**src/rtl/truth_table_sweeper.sv**
```systemverilog
// Steps a 4-input combinational block through all 16 input vectors, holding each
// for SETTLE cycles, and captures its single output into a 16-bit truth table.
module truth_table_sweeper #(
    parameter int SETTLE = 2
) (
    input  logic        Clock,
    input  logic        Reset_b,
    input  logic        Start,
    input  logic        Abort,
    input  logic        F_in,
    output logic        A,
    output logic        B,
    output logic        C,
    output logic        D,
    output logic        Busy,
    output logic        Done,
    output logic [15:0] Table,
    output logic [4:0]  Ones
);

    typedef enum logic [1:0] {
        IDLE   = 2'd0,
        APPLY  = 2'd1,
        SAMPLE = 2'd2,
        DONE   = 2'd3
    } state_t;

    localparam logic [3:0] LAST_HOLD = 4'(SETTLE - 1);

    state_t      state_r, state_s;
    logic [3:0]  vec_r, vec_s;
    logic [3:0]  cnt_r, cnt_s;
    logic [15:0] table_r, table_s;
    logic [4:0]  ones_r, ones_s;
    logic        busy_r, busy_s;
    logic        done_r, done_s;

    // Next-state and next-output computation; Busy/Done are derived from the next
    // state so they can be registered alongside it.
    always_comb begin
        state_s = state_r;
        vec_s   = vec_r;
        cnt_s   = cnt_r;
        table_s = table_r;
        ones_s  = ones_r;
        case (state_r)
            IDLE: begin
                if (Start) begin
                    table_s = 16'h0000;
                    ones_s  = 5'd0;
                    vec_s   = 4'd0;
                    cnt_s   = 4'd0;
                    state_s = APPLY;
                end else begin
                    vec_s   = 4'd0;
                end
            end
            APPLY: begin
                if (Abort) begin
                    vec_s   = 4'd0;
                    cnt_s   = 4'd0;
                    state_s = IDLE;
                end else if (cnt_r == LAST_HOLD) begin
                    cnt_s   = 4'd0;
                    state_s = SAMPLE;
                end else begin
                    cnt_s   = cnt_r + 4'd1;
                end
            end
            SAMPLE: begin
                // Abort wins over the capture: the in-flight sample is discarded.
                if (Abort) begin
                    vec_s   = 4'd0;
                    cnt_s   = 4'd0;
                    state_s = IDLE;
                end else begin
                    table_s[vec_r] = F_in;
                    ones_s         = ones_r + {4'd0, F_in};
                    if (vec_r == 4'd15) begin
                        state_s = DONE;
                    end else begin
                        vec_s   = vec_r + 4'd1;
                        state_s = APPLY;
                    end
                end
            end
            DONE: begin
                vec_s   = 4'd0;
                state_s = IDLE;
            end
            default: begin
                vec_s   = 4'd0;
                cnt_s   = 4'd0;
                state_s = IDLE;
            end
        endcase
        busy_s = (state_s == APPLY) || (state_s == SAMPLE);
        done_s = (state_s == DONE);
    end

    // State, vector, settle counter and result registers.
    always_ff @(posedge Clock or negedge Reset_b) begin
        if (!Reset_b) begin
            state_r <= IDLE;
            vec_r   <= 4'd0;
            cnt_r   <= 4'd0;
            table_r <= 16'h0000;
            ones_r  <= 5'd0;
            busy_r  <= 1'b0;
            done_r  <= 1'b0;
        end else begin
            state_r <= state_s;
            vec_r   <= vec_s;
            cnt_r   <= cnt_s;
            table_r <= table_s;
            ones_r  <= ones_s;
            busy_r  <= busy_s;
            done_r  <= done_s;
        end
    end

    assign {A, B, C, D} = vec_r;
    assign Busy         = busy_r;
    assign Done         = done_r;
    assign Table        = table_r;
    assign Ones         = ones_r;

endmodule

```
**config.mk**
```make
export PLATFORM = sky130hd
export DESIGN_NAME = truth_table_sweeper
export DESIGN_NICKNAME = d
export VERILOG_FILES = /design/src/rtl/truth_table_sweeper.sv
export SDC_FILE = /design/constraint.sdc
export NUM_CORES = 1
export LEC_CHECK = 0
export ABC_AREA = 0
export CAP_MARGIN = 20
export CELL_PAD_IN_SITES_DETAIL_PLACEMENT = 0
export CELL_PAD_IN_SITES_GLOBAL_PLACEMENT = 1
export CORE_ASPECT_RATIO = 1.5
export CORE_MARGIN = 3
export CORE_UTILIZATION = 45
export CTS_BUF_LIST = sky130_fd_sc_hd__clkbuf_8
export CTS_CLUSTER_SIZE = 28
export DETAILED_ROUTE_END_ITERATION = 10
export DONT_BUFFER_PORTS = 1
export PLACE_DENSITY_LB_ADDON = 0.1
export SLEW_MARGIN = 0
export SYNTH_ARGS = -nofsm -noshare
export SYNTH_HDL_FRONTEND = slang
export SYNTH_SLANG_ARGS = --single-unit
```
**constraint.sdc**
```tcl
create_clock -name Clock -period 1.56 [get_ports Clock]
set_input_delay 0.312 -clock Clock [delete_from_list [all_inputs] [get_ports Clock]]
set_output_delay 0.312 -clock Clock [all_outputs]
set_load 0.1 [all_outputs]
```
==> qor.yml, run 1 <==
status:
  status: "finished with violations"
  violations: "setup timing"
final_layout:
  final_cell_count_no_fill: 273
  antenna_cells: 0
  nets: 241
  multiInputGateArea_um2: 1120
  final_area_um2: 2580
  regArea_um2: 848
  final_common_cell: "buf_4"
  fin_util_pct: 64.0
  layout-drive-gt1-share_pct: 43.0
  layout_common_cells: "buf_4 (45), dfrtp_1 (25), nand2_1 (21)"
  area_growth_pct: 33.8
  n_fill_cell: 323
critical_path:
  crit_buf_inv: 1
  max_stage_delay_ns: 0.52
  worstSetupPathType: "flop to flop"
  crit_path_cell_trace: "inv_6 -> ha_4 -> or3b_1 -> a211oi_2 -> mux2i_1"
  slowest_stage: "dfrtp_4"
  cp_top_family: "flip-flops"
  end_kind: "flop"
  critical_path.startpoint_type: "flop"
  arrival_ns: 1.78
  cp.required_ns: 1.77
  critPathMaxFanout: 4
grt:
  grt_max_degree: 34
  grt_usage_pct: 20.2
  antenna_found_initial: 0
  first_global_vias: 1633
  grt_pass1_wl_um: 7820
  grt_overflow: 0
timing:
  min_period_ns: 1.58
  setup-violations-final: 1
  finClkSkew_ns: 0.00665
  fin_hold_ws_ns: 0.0810
  hold_viol_final: 0
  rsz0062_at_grt: "yes"
  worstMarginPinSlew_ns: 0.898
  final-max-slew-violation-count: 0
  max_freq_mhz: 635
  period_share_pct: 101
  fin_ws_ns: -0.0157
  slew_headroom_pct: 40.2
floorplanning:
  rows: 28
  die_h_um: 86.2
  initial_core_util_pct: 47.9
  core_area_um2: 4030
  io_pins: 32
  die_w_um: 59.4
  die-area_um2: 5120
drt:
  routed_wl_um: 4620
  drtAntennaViolNets: 0
  num_vias: 1533
  drc: 0
  wl_per_cell_um: 16.9
  dr.pass1.iters: 4
  avgViaCountPerCell: 5.62
  drt_iter0_drc: 49
cts:
  clk_latency_ns: 0.29
  root_buffer: "clkbuf_8"
  clkTransAtPathRegs_ns: 0.07
  clock_sinks: 33
  h-tree-depth: 2
  clockBufferDepth: 2
  tritoncts: "done"
  numCtsBuffers: 5
synthesis:
  yosysSeqAreaShare_pct: 42.8
  synth_seq_cells: 33
  syn_avg_cell_area_um2: 10.5
  ys_warn_count: 0
  syn_nets: 197
  syn_area_um2: 1930
  synth_top_area_share_pct: 42.8
  ys_types: 39
  synth_area_leaders: "dfrtp_1 (43%), mux2i_1 (9.9%), a211oi_2 (5.8%)"
  synth_top_cell_by_area: "dfrtp_1"
  synthCells: 183
placement:
  placed_cells: 259
  hpwlAfterDp_um: 3440
  dp_slack_ns: -0.0475
  placement.cell_area_um2: 2390
  port_buffers: 0
  place.gp.congestion: 0.786
run:
  drv_cap: 0
pwr:
  powerDensity_nw_per_um2: 976
  p_leak_nw: 1.11
  max-vdd-ir-drop_mv: 1.01
worst_hold_path:
  hold_path.class: "primary input to flop"
==> registers in the layout, indices dropped and copies added (netlist names) <==
name	flops
state_r	2
vec_r	4
Busy	1
Table	16
Done	1
Ones	5
cnt_r	4
==> path summary, 6_finish.rpt <==
path	start	end	slack, ns	cells after the start
setup / recovery	vec_r[1]	Table[1]	-0.02	5
hold / removal	Abort	vec_r[2]	0.08	1
setup reg to reg	vec_r[1]	Table[1]	-0.02	5
hold reg to reg	Table[14]	Table[14]	0.53	2
max in group asynchronous	Reset_b	vec_r[1]	0.88	2
min in group asynchronous	Reset_b	Table[6]	0.47	2
==> power by group <==
group	total (mW)	switching (mW)	leakage (nW)	internal [mW]
Combinational	0.933	0.561	0.617	0.372
Clock	0.616	0.313	0.0491	0.302
Sequential	0.968	0.0557	0.441	0.912
==> through the flow <==
step	power, mW	setup TNS (ns)
6_report	2.52	-0.0157
5_1_grt	2.66	-0.289
4_1_cts	2.49	-0.0561
3_5_place_dp	1.82	-0.0693
3_3_place_gp	1.78	0
2_1_floorplan	1.54	-0.498
==> cell type report <==
| class | instances | share of cell area, % |
|---|---|---|
| multi-input cells | 129 | 43.4 |
| repair buffers | 51 | 17.0 |
| well taps | 45 | 2.18 |
| clock buffers | 5 | 2.67 |
| clock inverters | 3 | 0.533 |
| inverters | 7 | 1.31 |
| flip-flops and latches | 33 | 32.9 |
==> kinds of logic (layout without fill, tap and decap cells) <==
| group | Yosys count | after routing | share of synthesized area [%] |
|---|---|---|---|
| DFF | 33 | 33 | 42.8 |
| buffers and inverters | 21 | 66 | 4.87 |
| muxes | 19 | 19 | 9.86 |
| and+or+nand+nor | 68 | 68 | 21.2 |
| xor gates and xnor gates | 3 | 3 | 1.36 |
| adders and majority gates | 9 | 9 | 5.84 |
| AOI/OAI and AO/OA | 30 | 30 | 14.1 |
==> synth_stat cells <==
| cell type | instances |
|---|---|
| a21oi_1 | 4 |
| nor3_1 | 1 |
| or2_4 | 1 |
| a21o_1 | 3 |
| o211ai_1 | 1 |
| or3_1 | 1 |
| nand3_1 | 10 |
| buf_2 | 11 |
| a221oi_1 | 1 |
| a31oi_1 | 1 |
| clkbuf_1 | 2 |
| nand2b_1 | 5 |
| or3b_1 | 4 |
| dfrtp_1 | 33 |
| nand2_1 | 23 |
| ha_1 | 9 |
| nand4b_1 | 2 |
| o2bb2ai_1 | 1 |
| nor2b_1 | 2 |
| nor2_1 | 3 |
| nand3b_1 | 7 |
| clkbuf_2 | 1 |
| o21ai_0 | 1 |
| nand4_1 | 1 |
| o32ai_1 | 3 |
| mux2i_1 | 19 |
| inv_1 | 7 |
| a2bb2oi_1 | 1 |
| nor3b_2 | 1 |
| o2bb2ai_2 | 1 |
| nor3b_1 | 2 |
| and4bb_2 | 1 |
| xnor2_1 | 2 |
| nand2b_4 | 1 |
| xor2_1 | 1 |
| or3b_4 | 2 |
| a211oi_2 | 9 |
| a211oi_1 | 4 |
| and2b_2 | 1 |
==> timing repair <==
action	4_1_cts	5_1_grt
buffers inserted	2	2
cloned	0	0
hold buffers	2	0
hold endpoints to repair	33	0
setup endpoints to repair	4	15
pin swaps	0	2
resized for setup	3	10
==> routing by layer <==
metal	up-vias	part of all wire, %	track usage (%)
met1	750	36	21.2
met2	29	58	37.1
met5	-	0	0
met3	12	3.6	4.92
met4	0	2.0	8.04
li1	742	-	-
Power figures use the tool's default switching activity.
==> inputs of run 2 (changes only) <==
==> constraint.sdc (replaced) <==
create_clock -name Clock -period 2.02 [get_ports Clock]
set_input_delay 0.404 -clock Clock [delete_from_list [all_inputs] [get_ports Clock]]
set_output_delay 0.404 -clock Clock [all_outputs]
set_load 0.05 [all_outputs]
==> qor.yml, run 2 (synthesis gave the netlist of run 1 again) <==
final_layout:
  antenna_cells: 0  # unchanged
  largest_reg_flops: 16  # unchanged
  final_common_cell: "dfrtp_1"
  layout-drive-gt1-share_pct: 20.6  # -22 points
  final_area_um2: 2180  # -16%
  layout_common_cells: "dfrtp_1 (33), nand2_1 (23), mux2i_1 (19)"
  nets: 207  # -14%
  area_growth_pct: 12.8
cts:
  clkTransAtPathRegs_ns: 0.07  # about the same
  h-tree-depth: 2  # unchanged
  root_buffer: "clkbuf_8"
  clock_sinks: 33  # unchanged
  numCtsBuffers: 5  # unchanged
  post_cts_buffers: 0  # -2
  clk_latency_ns: 0.29  # about the same
  clockBufferDepth: 2  # unchanged
  tritoncts: "done"
timing:
  hold_viol_final: 0  # unchanged
  worstMarginPinSlew_ns: 0.534  # -0.364 ns
  max_freq_mhz: 575  # -9.3%
  slew_headroom_pct: 64.4  # +24 points
  fin_ws_ns: 0.282  # +0.298 ns
  period_share_pct: 86.1  # -15 points
  final-max-slew-violation-count: 0  # unchanged
  setup-violations-final: 0  # -1
  rsz0062_at_grt: "no"
  min_period_ns: 1.74  # +0.162 ns
  finClkSkew_ns: 0.00663  # -0.0000254 ns
  tns_ns: 0  # +0.0157 ns
critical_path:
  cp_common_cell: "ha_1"
  critical_path.startpoint_type: "flop"
  critPathMaxFanout: 4  # unchanged
  arrival_ns: 1.91  # +0.13 ns
  reg2reg_to: "Busy"
  crit_path_cell_trace: "inv_1 -> ha_1 -> nor3b_1 -> or2_4 -> nand2_1 -> ha_1"
  cp.required_ns: 2.19  # +0.42 ns
  slowest_stage: "dfrtp_1"
  reg2reg_slack_ns: 0.28  # +0.30 ns
  end_kind: "flop"
  reg2regPathDepth: 6  # +1
  worstSetupPathType: "flop to flop"
  max_stage_delay_ns: 0.41  # -0.11 ns
  reg2reg_from: "cnt_r[1]"
floorplanning:
  core_area_um2: 4030  # unchanged
  die_h_um: 86.2  # unchanged
  initial_core_util_pct: 47.9  # unchanged
  rows: 28  # unchanged
  io_pins: 32  # unchanged
  die_w_um: 59.4  # unchanged
  die-area_um2: 5120  # unchanged
worst_hold_path:
  hp-start: "Abort"
  hold_end: "vec_r[3]"
  holdPathStages: 1  # unchanged
  hold_path.class: "primary input to flop"
placement:
  port_buffers: 0  # unchanged
  hpwlAfterDp_um: 3110  # -9.5%
  placement.cell_area_um2: 2030  # -15%
  dp_slack_ns: 0.283  # +0.331 ns
  place.gp.congestion: 0.855  # +8.9%
run:
  drv_cap: 0  # unchanged
pwr:
  finalPower_mw: 1.86  # -26%
  p_leak_nw: 0.942  # -15%
  max-vdd-ir-drop_mv: 0.626  # -38%
  powerDensity_nw_per_um2: 853  # -13%
grt:
  grt_overflow: 0  # unchanged
  first_global_vias: 1455  # -11%
  met3_usage_pct: 4.92  # unchanged
  grt_usage_pct: 18.3  # -2.0 points
  antenna_found_initial: 0  # unchanged
  grt_max_degree: 34  # unchanged
  groute.layer.met1.usage_pct: 19.2  # -2.0 points
  grt-busiest-layer: "met2"
  grt_pass1_wl_um: 7020  # -10%
  grt.met2_usage_pct: 32.8  # -4.3 points
status:
  status: "finished, final reports clean"
drt:
  drt_iter0_drc: 23  # -53%
  dr.pass1.iters: 4  # unchanged
  drtAntennaViolNets: 0  # unchanged
  routed_wl_um: 4140  # -10%
  drc: 0  # unchanged
  num_vias: 1384  # -9.7%
  avgViaCountPerCell: 5.79  # +3.1%
  wl_per_cell_um: 17.3  # +2.5%
run 2: cell types whose count changed in the layout (fill, tap and decap cells not counted), moves of 3 or more:
| cell | change |
|---|---|
| buf_4 | -30 |
| dfrtp_2 | -3 |
| buf_12 | -3 |
| dfrtp_4 | -5 |
| dfrtp_1 | +8 |
| ha_4 | -6 |
| ha_1 | +7 |
run 2: what timing repair did:
item / CTS / global route
endpoints found under the setup margin: 0 / 0
resized for setup: 0 / 0
hold endpoints to repair: 33 / 0
hold buffers: 2 / 0
run 2: worst max-delay path by stage:
stage | start | cells past startpoint | endpoint
4_1_cts | cnt_r[1] | 6 | Busy
3_5_place_dp | cnt_r[1] | 6 | Busy
2_1_floorplan | vec_r[0] | 5 | Busy
6_report | cnt_r[1] | 6 | Busy
5_1_grt | vec_r[1] | 5 | Table[0]
3_3_place_gp | cnt_r[1] | 6 | Busy
run 2: cell type report:
cell class              instances  area, µm²
well taps                      45       56.3
multi-input cells             129       1010
repair buffers                 17        143
inverters                       7       26.3
clock inverters                 2       33.8
clock buffers                   6       82.6
fillers                       363       1850
flip-flops and latches         33        826
run 2: worst max-delay path: cells and delay by family, from the launching register on:
| family | cells | cell delay [ns] |
|---|---|---|
| buffers and inverters | 1 | 0.08 |
| DFF | 1 | 0.41 |
| adders and majority gates | 2 | 0.42 |
| and+or+nand+nor | 3 | 0.71 |
run 2: metal layers:
| layer | vias up | share of wire (%) |
|---|---|---|
| met2 | 28 | 56 |
| met4 | 0 | 2.2 |
| met3 | 8 | 3.8 |
| li1 | 667 | - |
| met1 | 681 | 38 |
| met5 | - | 0 |
run 2: report_power, final:
group	internal [mW]	switching (mW)
registers	0.701	0.0997
clock network	0.397	0.243
logic	0.157	0.259
run 2: per-stage QoR:
stage          cells  util (%)  hold slack [ns]
2_1_floorplan    183         -            0.108
3_3_place_gp     229      50.4            0.109
3_5_place_dp     229      50.4            0.109
4_1_cts          239      54.0            0.166
5_1_grt          239      54.0            0.160
6_report         239      54.0            0.173
